### src/rtl/hazard_ctrl_pkg.sv
// hazard_ctrl_pkg: shared state encoding and constants for the hazard controller
package hazard_ctrl_pkg;
   typedef enum logic {IDLE = 1'b0, MD_RUN = 1'b1} md_state_t;
   localparam logic [4:0] REG_ZERO = 5'd0;
   localparam int MD_LAT_DEF = 4;
endpackage

### src/rtl/hazard_ctrl_md_sequencer.sv
// md_sequencer: mult/div issue, latency countdown and HI/LO consumer stall
module md_sequencer
   import hazard_ctrl_pkg::*;
#(
   parameter int MD_LAT = MD_LAT_DEF
) (
   input  logic clk,
   input  logic rst,
   input  logic ID_MulDiv,
   input  logic ID_UsesHiLo,
   input  logic IDEX_MulDiv,
   output logic MD_Start,
   output logic MD_Busy,
   output logic md_stall
);
   md_state_t state, state_nxt;
   logic [3:0] md_cnt, md_cnt_nxt;
   // state and countdown registers, cleared by the shared reset
   always_ff @(posedge clk) begin
      if (!rst) begin
         state  <= IDLE;
         md_cnt <= 4'd0;
      end else begin
         state  <= state_nxt;
         md_cnt <= md_cnt_nxt;
      end
   end
   // issue on IDEX_MulDiv, count down while running, stall HI/LO users and new mult/div
   always_comb begin
      state_nxt  = state;
      md_cnt_nxt = md_cnt;
      MD_Start   = 1'b0;
      MD_Busy    = 1'b0;
      md_stall   = 1'b0;
      if (rst) begin
         if (state == IDLE) begin
            if (IDEX_MulDiv) begin
               MD_Start   = 1'b1;
               md_cnt_nxt = 4'(MD_LAT - 1);
               state_nxt  = MD_RUN;
            end
         end else begin
            MD_Busy    = 1'b1;
            md_stall   = ID_UsesHiLo | ID_MulDiv;
            md_cnt_nxt = md_cnt - 4'd1;
            state_nxt  = (md_cnt == 4'd1) ? IDLE : MD_RUN;
         end
      end
   end
endmodule

### src/rtl/hazard_ctrl.sv
// hazard_ctrl: stall/flush control for load-use, taken branch and mult/div hazards
module hazard_ctrl
   import hazard_ctrl_pkg::*;
#(
   parameter int MD_LAT = MD_LAT_DEF,
   parameter int CNT_W  = 16
) (
   input  logic             clk,
   input  logic             rst,
   input  logic [4:0]       IFID_Rs,
   input  logic [4:0]       IFID_Rt,
   input  logic             ID_MulDiv,
   input  logic             ID_UsesHiLo,
   input  logic [4:0]       IDEX_Rt,
   input  logic             IDEX_MemRead,
   input  logic             IDEX_MulDiv,
   input  logic             EX_BranchTaken,
   output logic             PCWrite,
   output logic             IFIDWrite,
   output logic             IDEX_Bubble,
   output logic             IFID_Flush,
   output logic             IDEX_Flush,
   output logic             MD_Start,
   output logic             MD_Busy,
   output logic [CNT_W-1:0] StallCnt
);
   logic md_stall, load_use, stall, branch;
   md_sequencer #(.MD_LAT(MD_LAT)) u_md (
      .clk         (clk),
      .rst         (rst),
      .ID_MulDiv   (ID_MulDiv),
      .ID_UsesHiLo (ID_UsesHiLo),
      .IDEX_MulDiv (IDEX_MulDiv),
      .MD_Start    (MD_Start),
      .MD_Busy     (MD_Busy),
      .md_stall    (md_stall)
   );
   // a taken branch squashes the ID instruction, so it overrides any stall
   always_comb begin
      load_use    = IDEX_MemRead && IDEX_Rt != REG_ZERO && (IDEX_Rt == IFID_Rs || IDEX_Rt == IFID_Rt);
      branch      = rst && EX_BranchTaken;
      stall       = rst && !EX_BranchTaken && (md_stall || load_use);
      PCWrite     = rst && !stall;
      IFIDWrite   = rst && !stall;
      IDEX_Bubble = stall;
      IFID_Flush  = branch;
      IDEX_Flush  = branch;
   end
   // saturating count of cycles in which the PC was held
   always_ff @(posedge clk) begin
      if (!rst) StallCnt <= '0;
      else if (stall && StallCnt != '1) StallCnt <= StallCnt + 1'b1;
   end
endmodule
### config.mk
export PLATFORM = sky130hd
export DESIGN_NAME = hazard_ctrl
export DESIGN_NICKNAME = d
export VERILOG_FILES = /design/src/rtl/hazard_ctrl_pkg.sv /design/src/rtl/hazard_ctrl_md_sequencer.sv /design/src/rtl/hazard_ctrl.sv
export SDC_FILE = /design/constraint.sdc
export NUM_CORES = 1
export LEC_CHECK = 0
export CORE_UTILIZATION = 43
export CTS_CLUSTER_SIZE = 8
export DETAILED_ROUTE_END_ITERATION = 10
export MAX_ROUTING_LAYER = met4
export PLACE_DENSITY = 0.81
export REMOVE_ABC_BUFFERS = 1
export SETUP_SLACK_MARGIN = 0.4
export SLEW_MARGIN = 20
export SYNTH_ARGS = -nofsm -noshare
export SYNTH_HDL_FRONTEND = slang
export SYNTH_SLANG_ARGS = --single-unit
export TNS_END_PERCENT = 30
### constraint.sdc
create_clock -name clk -period 2.8 [get_ports clk]
set_input_delay 0.28 -clock clk [delete_from_list [all_inputs] [get_ports clk]]
set_output_delay 0.28 -clock clk [all_outputs]
set_load 0.02 [all_outputs]
==> summary.md <==
| Metric | Value |
|---|---|
| Status | finished clean |
| Yosys reg bits | 21 |
| Clk_skew | 0.00558 ns |
| Final hold violation count | 0 |
| Routed met3 length | 164 um |
| Share of cells above drive strength 1 | under 10% |
| Syn avg cell area | 8.35 um^2 |
| Wirelength per Cell | around 15 um |
| Post-synthesis async set-or-reset flop share | 0% |
| Met2 wire length | 1760 um |
| Synth top area share | 33.3% |
| DRC | 0 |
| Final hold slack | 0.506 ns |
| HP Class | register to register |
| Vias | 1299 |
| Largest fanout on the critical path | 3 |
| Antenna Violating Nets Remaining | 0 |
| Area leader, netlist | dfxtp_1 |
| CTS sink cnt | 21 |
| H-tree lvl count | 1 |
| Clock share of power | 25.2% |
| Clock latency on the worst-skew pair | around 0.31 ns |
| PwrDens | about 340 nW/um^2 |
| HPWL Detailed | about 2500 um |
| Fin. max-slew vios | 0 |
| Fin Setup TNS | 0 ns |
| Switching pwr | 0.000176 W |
| Drt via density | 5.72 |
| Clk root buf | clkbuf_4 |
| Dominant synthesized flop cell | dfxtp_1 |
| Synth-to-Final Area Change | 41.6% |
| Final net count | 222 |
| Reg clk slew, reported paths | between 0.1 and 0.15 ns |
| Initial antenna violation count | 0 |
| Synth unique cells | 39 |
| Max_cap viols | 0 |
| TritonRoute pass-1 iters | 4 |
| Rows | 19 |
| Num CTS Buffers | 3 |
| Initial DRC count | 34 |
| Fillcell total | 249 |
| Final period util | 81.2% |
| Initial Util | 45.7% |
| DIE WIDTH | 56.2 um |
| Final setup fails | 0 |
| IO Port Bufs | 44 |
| Gr usage total | about 22% |
| Worst Path Required | ~2.5 ns |
| Vias in the first global route | 1267 |
| Comb pwr share | 22.4% |
| First-pass GRT wire length | roughly 5400 um |
| IO Count | 45 |
| Final WS setup | 0.525 ns |
| Register area share after synthesis | roughly a third |
| CP endpoint kind | output pin |
| Die height | between 50 and 60 um |
| Placer Congestion | 0.793 |
| Fin crit period | around 2.3 ns |
| Worst vdd ir | 0.296 mV |
| Antenna Cells | 0 |
| Total Power | 0.000612 W |
| Top Layer Used | met4 |
| Synth warnings | 0 |
| Slew HR | 71.9% |
| Clock buffer depth | 2 |
| Syn Inst Count | 151 |
| Synth area leaders | dfxtp_1 33%, xnor2_1 7.6%, a21oi_1 5.2% |
| Int Pwr | 0.000436 W |
| Dpl ws | between 0.2 and 0.3 ns |
| Post-synthesis cell area | 1260 um^2 |
| Setup crit start kind | primary input |
| Leakage | 0.652 nW |
| M1 WL | roughly 1300 um |
| Drt total wl | between 3000 and 4000 um |
| Final global-route overflow total | 0 |
| Sequential Power Share | 52.4% |
| Crit path kind | primary input to output pin |
| Crit path DAT | 1.99 ns |
| Largest net degree at the start of global routing | 17 |
| RSZ-0062 raised after global routing | no |
| Fmax achieved | 440 MHz |
| Core Area | 2760 um^2 |
| CTS tree | yes |
| Die area | 3150 um^2 |
| Worst-margin pin slew | between 0.4 and 0.5 ns |
| Sw Share | 28.8% |
| Post-synth EDFFs | 0 |
kinds of logic after synthesis:
| family | count (synthesis) | share of synthesized area, % |
|---|---|---|
| AND/OR/NAND/NOR | 62 | 27.9 |
| flip-flops | 21 | 33.3 |
| multiplexers | 3 | 2.38 |
| adder cells (fa/ha/maj) | 3 | 2.98 |
| AO/OA/AOI/OAI | 36 | 18.5 |
| XOR/XNOR | 13 | 9.03 |
| buffers and inverters | 13 | 5.95 |
through the flow:
step,std cells,instance area (um^2),utilization (%)
after floorplan,144,1210,-
after global placement,222,1710,62.0
after detailed placement,222,1710,62.0
after CTS,226,1740,63.1
after global routing,227,1790,64.7
final,227,1790,64.7
final cells by class:
| class | count | area [um^2] | area share [%] |
|---|---|---|---|
| clock buffers | 3 | 22.5 | 1.26 |
| well taps | 31 | 38.8 | 2.17 |
| multi-input cells | 117 | 786 | 44.0 |
| inverters | 6 | 22.5 | 1.26 |
| repair buffers | 48 | 487 | 27.3 |
| flip-flops and latches | 21 | 422 | 23.6 |
| clock inverters | 1 | 7.51 | 0.420 |
worst max-delay path, cell delays in order:
cell,delay [ns]
clkdlybuf4s50_1,0.54
xnor2_1,0.10
nand3_1,0.13
o22ai_4,0.11
a21oi_1,0.23
inv_1,0.08
nor2_1,0.14
dlygate4sd2_1,0.37
repair_timing:
item / CTS / global route
setup endpoints to repair: 3 / 13
resized for setup: 1 / 6
hold buffers: 0 / 0
hold endpoints to repair: 0 / 0
pin swaps: 0 / 1
buffers inserted: 0 / 1
final timing paths:
check | from | endpoint | slack, ns | depth (start not counted)
setup / recovery | IDEX_Rt[0] | PCWrite | 0.53 | 8
hold / removal | StallCnt[9] | StallCnt[9] | 0.51 | 2
setup reg to reg | StallCnt[0] | StallCnt[13] | 0.56 | 7
hold reg to reg | StallCnt[9] | StallCnt[9] | 0.51 | 2
registers in the layout (all words and copies together), names as in the netlist:
name / cells
u_md.md_cnt: 4
u_md.state: 1
StallCnt: 16
Yosys cell counts, drive strengths merged (3+ instances only):
master  instances
a21oi          14
and3            4
buf             5
dfxtp          21
ha              3
inv             6
mux2i           3
nand2          13
nand3           6
nand4           4
nor2            9
nor3            7
o21ai           5
o31ai           6
or3             7
or4             3
xnor2          11
power groups by stage:
stage                     Sequential (W)  Combinational (W)  Clock [W]
after floorplan                 0.000325          0.0000631          0
final                           0.000321           0.000137   0.000154
after global placement          0.000326           0.000125          0
after detailed placement        0.000327           0.000130          0
after global routing            0.000323           0.000147   0.000169
after CTS                       0.000321           0.000130   0.000158
metal layers:
metal / GRT usage (%) / vias up
met5: - / -
met4: 6.27 / 0
met3: 5.12 / 6
met2: 38.9 / 42
met1: 24.2 / 611
li1: - / 640
layout by cell type (no fill, tap or decap), types with 5 or more instances in the layout:
cell type / instances
clkdlybuf4s50_1: 41
nor2_1: 9
inv_1: 6
nand2_1: 12
nand3_1: 6
xnor2_1: 11
o31ai_1: 6
or3_1: 6
dfxtp_1: 20
nor3_1: 6
o21ai_0: 5
a21oi_1: 13
Note: power is estimated with default switching activity, not from simulation.
